===== src/rtl/rca_sum_accum.sv =====
// rca_sum_accum: accumulates COUNT consecutive valid sums from the pipelined
// ripple-carry adder into one block total. Totals are queued in a small result
// FIFO and presented on a valid/ready port. The input is never back-pressured.
// A total that arrives while the FIFO is full (with no pop) is dropped, and the
// drop is flagged.
//
// state  | meaning
// ACCUM  | collecting samples 1..COUNT-1 of the current block (cnt < COUNT-1)
// LAST   | next valid sample completes the block (cnt == COUNT-1)
module rca_sum_accum #(
  parameter int WIDTH      = 4,
  parameter int COUNT      = 4,
  parameter int ACC_WIDTH  = 7,
  parameter int FIFO_DEPTH = 4
) (
  input  logic                          clk,
  input  logic                          rstn,
  input  logic [WIDTH:0]                sum_i,
  input  logic                          sum_valid_i,
  input  logic                          clear_i,
  output logic [ACC_WIDTH-1:0]          acc_o,
  output logic                          acc_valid_o,
  input  logic                          acc_ready_i,
  output logic [$clog2(FIFO_DEPTH):0]   fifo_count_o,
  output logic                          drop_o,
  output logic                          overflow_o
);

  localparam int CNT_W = $clog2(COUNT);
  localparam int PTR_W = $clog2(FIFO_DEPTH);
  localparam logic [CNT_W-1:0] CNT_LAST   = CNT_W'(COUNT - 1);
  localparam logic [CNT_W-1:0] CNT_ONE    = CNT_W'(1);
  localparam logic [PTR_W:0]   DEPTH_FULL = (PTR_W + 1)'(FIFO_DEPTH);

  typedef enum logic {
    ACCUM = 1'b0,
    LAST  = 1'b1
  } state_t;

  state_t                 state_q;
  logic [CNT_W-1:0]       cnt_q;
  logic [ACC_WIDTH-1:0]   acc_q;

  logic [ACC_WIDTH-1:0]   mem_q [FIFO_DEPTH];
  logic [PTR_W-1:0]       wr_ptr_q;
  logic [PTR_W-1:0]       rd_ptr_q;
  logic [PTR_W:0]         count_q;
  logic [ACC_WIDTH-1:0]   last_rd_q;
  logic                   overflow_q;

  logic [ACC_WIDTH-1:0]   sum_ext;
  logic [ACC_WIDTH-1:0]   total;
  logic                   blk_done;
  logic                   full;
  logic                   pop;
  logic                   push;
  logic                   drop;

  // Block completion, FIFO handshake and the drop decision for this cycle.
  always_comb begin
    sum_ext  = ACC_WIDTH'(sum_i);
    total    = acc_q + sum_ext;
    blk_done = sum_valid_i && !clear_i && (state_q == LAST);
    full     = (count_q == DEPTH_FULL);
    pop      = (count_q != '0) && acc_ready_i;
    // A pop in the same cycle frees a slot, so a full FIFO only drops when
    // nobody is reading.
    drop     = blk_done && full && !pop;
    push     = blk_done && !drop;
  end

  // Accumulator, sample counter and phase; clear restarts the block and
  // a simultaneous valid sample becomes its first sample.
  always_ff @(posedge clk or negedge rstn) begin
    if (!rstn) begin
      acc_q   <= '0;
      cnt_q   <= '0;
      state_q <= ACCUM;
    end else if (clear_i) begin
      if (sum_valid_i) begin
        acc_q   <= sum_ext;
        cnt_q   <= CNT_ONE;
        state_q <= (CNT_LAST == CNT_ONE) ? LAST : ACCUM;
      end else begin
        acc_q   <= '0;
        cnt_q   <= '0;
        state_q <= ACCUM;
      end
    end else if (sum_valid_i) begin
      if (state_q == LAST) begin
        acc_q   <= '0;
        cnt_q   <= '0;
        state_q <= ACCUM;
      end else begin
        acc_q   <= total;
        cnt_q   <= cnt_q + CNT_ONE;
        state_q <= ((cnt_q + CNT_ONE) == CNT_LAST) ? LAST : ACCUM;
      end
    end
  end

  // Result FIFO storage and pointers; the last popped entry is kept so the
  // output shows it while the FIFO is empty.
  always_ff @(posedge clk or negedge rstn) begin
    if (!rstn) begin
      for (int i = 0; i < FIFO_DEPTH; i++) begin
        mem_q[i] <= '0;
      end
      wr_ptr_q  <= '0;
      rd_ptr_q  <= '0;
      count_q   <= '0;
      last_rd_q <= '0;
    end else begin
      if (push) begin
        mem_q[wr_ptr_q] <= total;
        wr_ptr_q        <= wr_ptr_q + 1'b1;
      end
      if (pop) begin
        last_rd_q <= mem_q[rd_ptr_q];
        rd_ptr_q  <= rd_ptr_q + 1'b1;
      end
      case ({push, pop})
        2'b10:   count_q <= count_q + 1'b1;
        2'b01:   count_q <= count_q - 1'b1;
        default: count_q <= count_q;
      endcase
    end
  end

  // Sticky overflow flag; only reset clears it.
  always_ff @(posedge clk or negedge rstn) begin
    if (!rstn) begin
      overflow_q <= 1'b0;
    end else if (drop) begin
      overflow_q <= 1'b1;
    end
  end

  // Output port drive.
  always_comb begin
    acc_valid_o  = (count_q != '0);
    acc_o        = acc_valid_o ? mem_q[rd_ptr_q] : last_rd_q;
    fifo_count_o = count_q;
    drop_o       = drop;
    overflow_o   = overflow_q;
  end

endmodule


===== config.mk =====
export PLATFORM = sky130hd
export DESIGN_NAME = rca_sum_accum
export DESIGN_NICKNAME = d
export VERILOG_FILES = /design/src/rtl/rca_sum_accum.sv
export SDC_FILE = /design/constraint.sdc
export NUM_CORES = 1
export LEC_CHECK = 0
export CORE_MARGIN = 3
export CORE_UTILIZATION = 52
export DETAILED_ROUTE_END_ITERATION = 16
export MAX_ROUTING_LAYER = met4
export PLACE_DENSITY = 0.83
export SLEW_MARGIN = 20
export SYNTH_ARGS = -nofsm -noshare
export SYNTH_HDL_FRONTEND = slang
export SYNTH_SLANG_ARGS = --single-unit

===== constraint.sdc =====
create_clock -name clk -period 2 [get_ports clk]
set_input_delay 0.4 -clock clk [delete_from_list [all_inputs] [get_ports clk]]
set_output_delay 0.4 -clock clk [all_outputs]
set_load 0.005 [all_outputs]

# After elaboration in Yosys (flattened, before gate mapping)
# Cells that the tools add are included.
dict set report classes {
  n_lt_le_gt_ge 3
  n_mux 20
  n_reduce_logical 13
  eq_ne 4
  bitwise_logic 2
  n_addsub 6
}
# cell n
set op_table {}
lappend op_table {{7-bit two-way mux} 7}
lappend op_table {{28-bit bitwise mux} 1}
lappend op_table {{7-bit binary-select mux with 2-bit select} 1}
lappend op_table {{7-bit demux with 2-bit select} 1}
lappend op_table {{7-bit by 5-bit adder with 7-bit output} 1}
lappend op_table {{1-bit logical AND} 7}
lappend op_table {{2-bit by 1-bit adder with 2-bit output, second input constant} 3}
lappend op_table {{3-bit >= comparator, second input constant} 2}
lappend op_table {{2-bit two-way mux} 3}
lappend op_table {{2-bit NOT with 3-bit output} 2}
lappend op_table {{3-bit one-hot mux with 2 select lines} 1}
lappend op_table {{1-bit two-way mux} 5}
lappend op_table {{5-bit two-way mux} 1}
lappend op_table {{2-bit == test, second input constant} 2}
lappend op_table {{2-bit nonzero test} 2}
lappend op_table {{3-bit by 1-bit adder with 3-bit output, second input constant} 1}
lappend op_table {{3-bit == test, second input constant} 1}
lappend op_table {{1-bit logical NOT} 3}
lappend op_table {{3-bit by 1-bit less-than comparator with 1-bit output, second input constant} 1}
lappend op_table {{3-bit nonzero test} 1}
lappend op_table {{3-bit by 1-bit subtractor with 3-bit output, second input constant} 1}
lappend op_table {{2-bit by 1-bit == test with 1-bit output, second input constant} 1}
dict set report totals {
  regBits 53
  word_cells 60
}

# Depth between registers and ports, before layout
# Gate-level depths: netlist of the first run.
dict set report depth {
  word_depth 9
  depth_mapped 10
  depth_no_buf 9
}

# Worst setup path after synthesis of the first run
# No wires, ideal clock.
dict set report synth_path {
  path_type {reg-to-reg}
  from {reg count_q[1] (netlist: fifo_count_o[1])}
  to {reg count_q[1] (netlist: fifo_count_o[1])}
  period_less_slack_ps 2115
  stages_incl_launch_ff 9
  setup_ps 83
  t_arrival_ps 2033
  path_slack_ps -115
  cell_sequence {dfrtp_1 -> or3_1 -> buf_6 -> and2_4 -> buf_6 -> ha_1 -> inv_1 -> fa_1 -> o21ai_0}
}
dict set report synth_between {
  elab_chain_cells 8
  elab_cells_between_ends 14
  cone_classes {add/sub: 2; eq/ne: 3; mux: 1; reduce/logical: 8}
}
# item line_no
set synth_rtl {}
lappend synth_rtl {{from (decl)} 47} ;# logic [PTR_W:0] count_q;
lappend synth_rtl {{from (signal assigned)} 123} ;# 2'b10: count_q <= count_q + 1'b1;
lappend synth_rtl {{from (signal assigned)} 124} ;# 2'b01: count_q <= count_q - 1'b1;
lappend synth_rtl {{from (signal assigned)} 125} ;# default: count_q <= count_q;
lappend synth_rtl {{3-bit nonzero test *} --}
lappend synth_rtl {{via acc_valid_o} 22} ;# output logic acc_valid_o,
lappend synth_rtl {{1-bit logical AND *} 65} ;# pop = (count_q != '0) && acc_ready_i;
lappend synth_rtl {{via pop} 55} ;# logic pop;
lappend synth_rtl {{1-bit logical NOT} 68} ;# drop = blk_done && full && !pop;
lappend synth_rtl {{1-bit logical AND} 68}
lappend synth_rtl {{1-bit logical NOT} 69} ;# push = blk_done && !drop;
lappend synth_rtl {{1-bit logical AND} 69}
lappend synth_rtl {{2-bit by 1-bit == test with 1-bit output or 2-bit == test (tied branches)} 122} ;# case ({push, pop})
lappend synth_rtl {{3-bit one-hot mux with 2 select lines or 2-bit nonzero test (tied branches)} --}
# Mark *: on every way through the listed nets, which the timed path passes. The rest lies on a longest branch.
# A chain may end at the register's enable or synchronous reset.

# Worst setup path in the final report of the first run
dict set report layout_path {
  from {reg rd_ptr_q[0]}
  to {out acc_o[3]}
}
dict set report layout_between {
  elab_chain_cells 5
}
# item line_no
set layout_rtl {}
lappend layout_rtl {{from (decl)} 46} ;# logic [PTR_W-1:0] rd_ptr_q;
lappend layout_rtl {{from (signal assigned)} 120} ;# rd_ptr_q <= rd_ptr_q + 1'b1;
lappend layout_rtl {{2-bit NOT with 3-bit output (implied by the code)} 142} ;# acc_o = acc_valid_o ? mem_q[rd_ptr_q] : last_rd_q;
lappend layout_rtl {{7-bit binary-select mux with 2-bit select} 142}
lappend layout_rtl {{7-bit two-way mux (implied by the code) (2 in series)} 142}
lappend layout_rtl {{7-bit two-way mux} 142}
lappend layout_rtl {{to (decl)} 21} ;# output logic [ACC_WIDTH-1:0] acc_o,
# No other way between the ends. The select of a mux whose other input is x is not followed.

==> results.json, run 1 <==
{
  "syn_area_per_cell_um2": 12.0,
  "dp_cells": 331,
  "setup_viol": 8,
  "synthSimpleGateAreaFrac_pct": 11.0,
  "grt_max_degree": 31,
  "synth_warnings": 0,
  "ios": 23,
  "reg2regPathDepth": 10,
  "portBuffers": 22,
  "worst-path-max-fanout": 5,
  "grt_pass1_wl_mm": 8.91,
  "ys_seq_area_share_pct": 48.8,
  "rsz0062_at_grt": "true",
  "crit_type": "flip-flop to output pin",
  "drtIter0Drc": 109,
  "crit_buf_inv": 2,
  "ys_types": 40,
  "rows": 25,
  "synth_mux_area_share_pct": 19.2,
  "cp-start-kind": "flip-flop",
  "clkTransAtPathRegs_ns": 0.10,
  "period_share_pct": 110,
  "violations": "negative setup slack",
  "crit_family": "multiplexers",
  "overflow": 0,
  "tightest_slew_ns": 0.575,
  "diodes": 0,
  "run_status": "finished, violations left",
  "clkSinkCount": 53,
  "syn_inst": 227,
  "drv_slew": 0,
  "vias": 1842,
  "slowest_delay_ns": 0.53,
  "end_kind": "output pin",
  "r2r-end": "fifo_count_o[2]",
  "ys_ff_latch": 53,
  "cellPowerDensity_nw_per_um2": 1010,
  "fmax_mhz": 453,
  "post_layout_nonfiller_instances": 344,
  "async_flop_share_pct": 100,
  "synth_fa_ha_area_share_pct": 6.53,
  "via_per_inst": 5.35,
  "path_depth": 4,
  "post_drt_wl_per_cell_um": 15.4,
  "ir_drop_v": 0.000536,
  "setup_tns_ns": -1.25,
  "cp_slowest_cell": "mux4_2",
  "syn_area_um2": 2720,
  "post-route-min-period_ns": 2.21,
  "r2r_start": "fifo_count_o[0]",
  "fillers": 357,
  "hpwl_mm": 3.94,
  "first_global_vias": 1908,
  "cpMostUsedCell": "buf_6",
  "clockBufferDepth": 2,
  "drt-pass1-iter-count": 4,
  "slew-limit-headroom_pct": 61.6,
  "ant_nets": 0,
  "grt_usage_pct": 19.5,
  "dieArea_um2": 6130,
  "hold_viol": 0,
  "drc": 0,
  "cp_cell_sequence": "buf_6 > mux4_2 > mux2_4 > buf_6",
  "area_growth_pct": 25.1,
  "fp.dieH_um": 78.3,
  "cts_tree": "yes",
  "finalWorstSetupSlack_ns": -0.208,
  "synth_compound_area_share_pct": 7.69,
  "routed_wl_mm": 5.31,
  "worstPathArrival_ns": 1.81,
  "synth-edff-count": 0,
  "finalClockSkew_ns": 0.00994,
  "syn-num-nets": 250,
  "cts_htree_levels": 2,
  "cts_buffers": 5,
  "fin_nets": 299,
  "fp.dieW_um": 78.3,
  "hold_class": "primary input to asynchronous set/reset pin",
  "synth_top_family_by_area": "multiplexers",
  "drive_above_1_share_pct": 36.5,
  "synthFlopType": "dfrtp_1",
  "maxCapViolations": 0,
  "synth_xor_area_share_pct": 3.22,
  "cp.required_ns": 1.60,
  "p_leak_nw": 1.67,
  "antenna_found_initial": 0,
  "cts_root_buf": "clkbuf_8",
  "place_congestion": 0.888,
  "initial_utilization_pct": 55.7,
  "worstSkewPairLatency_ns": 0.31,
  "rrSetupSlack_ns": 0,
  "core_area_um2": 4880
}
==> power by group <==
part	internal [mW]	switching (mW)	total, mW
clock	0.408	0.345	0.753
combinational	0.723	0.544	1.27
sequential	1.24	0.153	1.40
==> cell families after synthesis <==
| group | after synthesis |
|---|---|
| and+or+nand+nor | 56 |
| DFF | 53 |
| AOI/OAI and AO/OA | 38 |
| muxes | 37 |
| buffers and inverters | 20 |
| adders and majority gates | 13 |
| xor gates and xnor gates | 10 |
==> per-layer routing <==
metal,vias up,global-route usage (%),share of wire [%]
met5,-,-,0
met4,0,5.42,1.4
met3,8,4.13,3.7
met2,41,35.8,53
met1,910,21.2,42
li1,883,-,-
==> placed cells by master (no fill, tap or decap), types with 6 or more instances in the layout <==
cell type	count
a21oi_1	7
buf_4	24
buf_6	9
clkbuf_8	6
clkdlybuf4s50_1	9
dfrtp_1	52
ha_1	9
inv_1	11
mux2_2	14
mux2_4	14
mux4_2	7
nand2_1	26
nor2_1	9
o21ai_0	18
==> Yosys cell counts (all sizes together), types with 2 or more instances <==
| master | n | share of area (%) |
|---|---|---|
| dfrtp | 53 | 49 |
| ha | 11 | 5.1 |
| xnor2 | 5 | 1.6 |
| a21oi | 9 | 1.7 |
| o21ai | 21 | 3.9 |
| buf | 6 | 1.6 |
| xor2 | 5 | 1.6 |
| inv | 13 | 1.8 |
| mux2 | 30 | 13 |
| mux4 | 7 | 5.8 |
| nor3 | 3 | 0.97 |
| nand2 | 31 | 5.5 |
| or4 | 2 | 0.55 |
| nor2 | 9 | 1.2 |
| a31oi | 2 | 0.46 |
| fa | 2 | 1.5 |
| nand3 | 4 | 0.74 |
==> flip-flops by register name, indices dropped and copies added (netlist names) <==
register and cells:
state_q 1, cnt_q 2, last_rd_q 7, overflow_o 1
acc_q 7, wr_ptr_q 2, fifo_count_o 3, rd_ptr_q 2
mem_q 28
==> final cells by class <==
class / count / area, µm² / share of cell area [%]
timing repair buffer: 49 / 437 / 12.8
multi-input combinational: 154 / 1390 / 40.8
clock buffer: 7 / 86.3 / 2.54
inverter: 13 / 48.8 / 1.43
sequential: 53 / 1330 / 39.0
tap: 67 / 83.8 / 2.47
clock inverter: 1 / 30.0 / 0.883
==> stage by stage <==
step	setup WS, ns	util, %	cell area (µm²)	total power [mW]	hold slack (ns)
after floorplan	-0.0430	-	2750	2.14	0.104
after global placement	-0.432	65.3	3190	2.53	0.418
after detailed placement	-0.477	65.3	3190	2.59	0.426
after CTS	-0.245	70.3	3430	3.54	0.0889
after global routing	-0.282	69.7	3400	3.62	0.0976
final	-0.208	69.7	3400	3.42	0.0805
==> worst max-delay path by stage <==
stage / from / end / slack (ns)
6_report: rd_ptr_q[0] / acc_o[3] / -0.21
5_1_grt: rd_ptr_q[0] / acc_o[3] / -0.28
4_1_cts: rd_ptr_q[0] / acc_o[3] / -0.25
3_5_place_dp: sum_i[0] / acc_q[6] / -0.48
3_3_place_gp: sum_i[0] / acc_q[6] / -0.43
2_1_floorplan: fifo_count_o[0] / fifo_count_o[2] / -0.04
==> repair_timing <==
item	4_1_cts	5_1_grt
pin swaps	9	6
setup endpoints to repair	24	16
setup buffers	5	1
cloned	1	0
hold buffers	0	0
gates resized for setup	57	6
(Power assumes the default switching activity.)
==> inputs of run 2 (changes only) <==
- CAP_MARGIN: default -> 20
- PLACE_DENSITY: 0.83 -> default
- PLACE_DENSITY_LB_ADDON: default -> 0.05
==> results.json, run 2 (same netlist as run 1, synthesis figures left out) <==
{
  "clockBufferDepth": 2,
  "vias": 1876,
  "routed_wl_mm": 5.65,
  "clkTransAtPathRegs_ns": 0.10,
  "crit_type": "flip-flop to output pin",
  "drive_above_1_share_pct": 39.3,
  "finish.utilization_pct": 71.3,
  "hpwl_mm": 4.05,
  "end_kind": "output pin",
  "hold_class": "primary input to asynchronous set/reset pin",
  "period_share_pct": 111,
  "layout_common_cells": "dfrtp_1, buf_4, nand2_1, o21ai_0",
  "core_area_um2": 4880,
  "r2r_start": "fifo_count_o[0]",
  "drtIter0Drc": 78,
  "diodes": 0,
  "post_drt_wl_per_cell_um": 16.1,
  "clkSinkCount": 53,
  "power.total_mw": 3.41,
  "dp_cells": 335,
  "layout_commonest_cell": "dfrtp_1",
  "area_growth_pct": 28.0,
  "cp-start-kind": "flip-flop",
  "worstPathArrival_ns": 1.82,
  "antenna_found_initial": 0,
  "cp.required_ns": 1.60,
  "run_status": "finished, violations left",
  "portBuffers": 22,
  "overflow": 0,
  "setup_viol": 8,
  "first_global_vias": 1964,
  "rrSetupSlack_ns": -0.09,
  "largestRegisters": "mem_q: 28 flops, acc_q: 7 flops, last_rd_q: 7 flops",
  "largest_register": "mem_q",
  "finalWorstSetupSlack_ns": -0.217,
  "post-route-min-period_ns": 2.22,
  "largest_reg_flops": 28,
  "reg2regPathDepth": 11,
  "setup_tns_ns": -1.38,
  "fin_nets": 307,
  "initial_utilization_pct": 55.7,
  "cts_buffers": 5,
  "grt_max_degree": 27,
  "fp.dieW_um": 78.3,
  "grt_usage_pct": 21.1,
  "worst-path-max-fanout": 5,
  "p_leak_nw": 1.68,
  "ant_nets": 0,
  "ir_drop_v": 0.000456,
  "post_layout_nonfiller_instances": 352,
  "drt-pass1-iter-count": 4,
  "via_per_inst": 5.33,
  "cts_tree": "yes",
  "cts_root_buf": "clkbuf_8",
  "slew-limit-headroom_pct": 71.3,
  "worstSkewPairLatency_ns": 0.31,
  "r2r-end": "fifo_count_o[2]",
  "rows": 25,
  "cellPowerDensity_nw_per_um2": 979,
  "fillers": 370,
  "fmax_mhz": 451,
  "place_congestion": 0.874,
  "hold_viol": 0,
  "drv_slew": 0,
  "grt_pass1_wl_mm": 9.73,
  "cts_htree_levels": 2,
  "tightest_slew_ns": 0.430,
  "dieArea_um2": 6130,
  "rsz0062_at_grt": "true",
  "drc": 0,
  "ios": 23,
  "maxCapViolations": 0,
  "fp.dieH_um": 78.3,
  "finalClockSkew_ns": 0.00851,
  "violations": "negative setup slack"
}
-- run 2: cell types whose count changed in the layout (fill, tap and decap cells not counted), moves of 2 or more --
cell / change
nand2_8: +2
clkinv_2: +2
buf_4: +7
nand2_4: -2
o21ai_0: -3
o21ai_1: +2
-- run 2: cell type report --
| class | count | area (µm²) | area share, % |
|---|---|---|---|
| Clock buffer | 6 | 72.6 | 2.08 |
| Clock inverter | 2 | 10.0 | 0.288 |
| Inverter | 13 | 48.8 | 1.40 |
| Multi-Input combinational cell | 154 | 1420 | 40.8 |
| Sequential cell | 53 | 1330 | 38.2 |
| Tap cell | 67 | 83.8 | 2.41 |
| Timing Repair Buffer | 57 | 517 | 14.8 |
-- run 2: through the flow --
step | worst slack (ns) | instance area [µm²] | hold WS (ns)
floorplan | -0.0430 | 2750 | 0.104
global placement | -0.445 | 3220 | 0.354
detailed placement | -0.467 | 3220 | 0.351
CTS | -0.274 | 3450 | 0.0167
global route | -0.272 | 3480 | 0.0291
finish | -0.217 | 3480 | 0.0148
-- run 2: worst max path at each step --
stage / start / end
final: rd_ptr_q[0] / acc_o[5]
after global routing: rd_ptr_q[0] / acc_o[3]
after CTS: rd_ptr_q[0] / acc_o[5]
after detailed placement: sum_i[0] / acc_q[6]
after global placement: acc_ready_i / fifo_count_o[2]
after floorplan: fifo_count_o[0] / fifo_count_o[2]
-- run 2: what timing repair did --
item / CTS / global route
resized for setup: 60 / 13
setup buffers: 7 / 4
hold buffers: 0 / 0
cloned: 1 / 0
setup endpoints to repair: 25 / 31
pin swaps: 9 / 4
-- run 2: where the power goes --
group	total (mW)	switching, mW	leakage (nW)	internal, mW
combinational	1.43	0.607	0.935	0.820
clock	0.584	0.341	0.0450	0.243
sequential	1.40	0.151	0.704	1.25
total	3.41	1.10	1.68	2.31
-- run 2: worst max-delay path, cell delays in order (launching register included) --
cell and delay (ns):
dfrtp_2 0.42, buf_8 0.15, mux4_2 0.54, mux2_4 0.29, buf_6 0.11
-- run 2: per-layer routing --
metal | global-route usage [%] | share of wire, % | up-vias
li1 | - | - | 901
met1 | 26.7 | 45 | 942
met2 | 35.0 | 51 | 26
met3 | 4.24 | 2.7 | 7
met4 | 5.77 | 1.3 | 0
met5 | - | 0 | -
==> inputs of run 3 (changes only) <==
- HOLD_SLACK_MARGIN: default -> 0.06
- MAX_ROUTING_LAYER: met4 -> default
- SLEW_MARGIN: 20 -> default
==> results.json, run 3 (same netlist as run 1, synthesis figures left out) <==
{
  "setup_viol": 8,
  "grt_busiest_layer": "met2",
  "seq_area_um2": 1330,
  "dieArea_um2": 6130,
  "ant_nets": 0,
  "drt-pass1-iter-count": 4,
  "cts_root_buf": "clkbuf_8",
  "cellPowerDensity_nw_per_um2": 977,
  "cts_buffers": 5,
  "run_status": "finished, violations left",
  "grt_use_met3_pct": 4.24,
  "worst-path-max-fanout": 5,
  "setup_tns_ns": -1.37,
  "overflow": 0,
  "finalWorstSetupSlack_ns": -0.215,
  "portBuffers": 22,
  "grt_usage_pct": 20.6,
  "place_ws_ns": -0.467,
  "finalClockSkew_ns": 0.00809,
  "gr-usage-met1_pct": 26.6,
  "ios": 23,
  "ir_drop_v": 0.000457,
  "grt_max_degree": 27,
  "clkTransAtPathRegs_ns": 0.10,
  "cp_cell_sequence": "buf_8 > mux4_2 > mux2_4 > buf_6",
  "largest_register": "mem_q",
  "fin_nets": 308,
  "rsz0062_at_grt": "true",
  "fp.dieH_um": 78.3,
  "cts_htree_levels": 2,
  "tightest_slew_ns": 0.432,
  "via_per_inst": 5.30,
  "initial_utilization_pct": 55.7,
  "hold_viol": 0,
  "routed_wl_mm": 5.68,
  "clkSinkCount": 53,
  "hpwl_mm": 4.05,
  "crit_buf_inv": 2,
  "first_global_vias": 1979,
  "area_growth_pct": 28.4,
  "cts_tree": "yes",
  "post-route-min-period_ns": 2.22,
  "end_kind": "output pin",
  "place_congestion": 0.860,
  "cp-start-kind": "flip-flop",
  "largestRegisters": "mem_q: 28 flops, acc_q: 7 flops, last_rd_q: 7 flops",
  "fmax_mhz": 451,
  "slew-limit-headroom_pct": 71.2,
  "diodes": 0,
  "layout_commonest_cell": "dfrtp_1",
  "drtIter0Drc": 104,
  "slowest_delay_ns": 0.54,
  "post_drt_wl_per_cell_um": 16.1,
  "drc": 0,
  "crit_family": "multiplexers",
  "grt_pass1_wl_mm": 9.78,
  "worstPathArrival_ns": 1.82,
  "layout_common_cells": "dfrtp_1, buf_4, nand2_1, o21ai_0",
  "core_area_um2": 4880,
  "cp.required_ns": 1.60,
  "drive_above_1_share_pct": 39.2,
  "maxCapViolations": 0,
  "vias": 1871,
  "worstSkewPairLatency_ns": 0.31,
  "fillers": 366,
  "clockBufferDepth": 2,
  "antenna_found_initial": 0,
  "fp.dieW_um": 78.3,
  "multi_input_area_um2": 1420,
  "crit_type": "flip-flop to output pin",
  "met2_usage_pct": 35.3,
  "largest_reg_flops": 28,
  "period_share_pct": 111,
  "cp_slowest_cell": "mux4_2",
  "p_leak_nw": 1.69,
  "hold_class": "flip-flop to flip-flop",
  "violations": "negative setup slack",
  "rows": 25,
  "drv_slew": 0
}
-- run 3: cell count changes in the layout (fill, tap and decap cells not counted), sizes merged --
cell | before | now
dlygate4sd3 | 0 | 1
-- run 3: final cells by class --
class | instances | area share (%)
clock buffers | 6 | 2.08
clock inverters | 2 | 0.287
inverters | 13 | 1.40
multi-input cells | 154 | 40.7
flip-flops and latches | 53 | 38.1
well taps | 67 | 2.40
repair buffers | 58 | 15.1
-- run 3: path summary, 6_finish.rpt --
kind	cells after the start	start	slack [ns]	to
setup reg to reg	11	fifo_count_o[0]	-0.09	fifo_count_o[2]
hold / removal	2	mem_q[22]	0.48	mem_q[22]
hold reg to reg	2	mem_q[22]	0.48	mem_q[22]
setup / recovery	4	rd_ptr_q[0]	-0.22	acc_o[5]
max in group asynchronous	3	rstn	0.92	mem_q[10]
min in group asynchronous	2	rstn	0.56	last_rd_q[1]
-- run 3: power by group --
| part | internal, mW | switching, mW | leakage [nW] |
|---|---|---|---|
| registers | 1.25 | 0.153 | 0.704 |
| clock network | 0.244 | 0.343 | 0.0450 |
| logic | 0.821 | 0.605 | 0.939 |
-- run 3: metal layers --
layer | wire length (µm) | up-vias
met1 | 2570 | 944
met3 | 113 | 6
met5 | 0 | -
met2 | 2930 | 17
met4 | 72 | 0
li1 | - | 904
-- run 3: repair_timing --
action | CTS | global route
buffers inserted | 7 | 4
hold endpoints to repair | 15 | 0
hold buffers | 1 | 0
pin swaps | 9 | 4
cloned | 1 | 0
endpoints found under the setup margin | 25 | 31
gates resized for setup | 60 | 13
-- run 3: per-stage QoR --
step	total power, mW	instances	area (µm²)	hold slack (ns)	utilization, %
6_report	3.41	353	3490	0.482	71.5
5_1_grt	3.63	353	3490	0.498	71.5
4_1_cts	3.46	352	3460	0.479	70.9
3_5_place_dp	2.63	335	3220	0.351	65.9
3_3_place_gp	2.59	335	3220	0.354	65.9
2_1_floorplan	2.14	227	2750	0.104	-
-- run 3: worst min-delay path: stages (launching register included) --
cell and delay [ns]:
dfrtp_1 0.35, nand2_1 0.04, o21ai_0 0.06
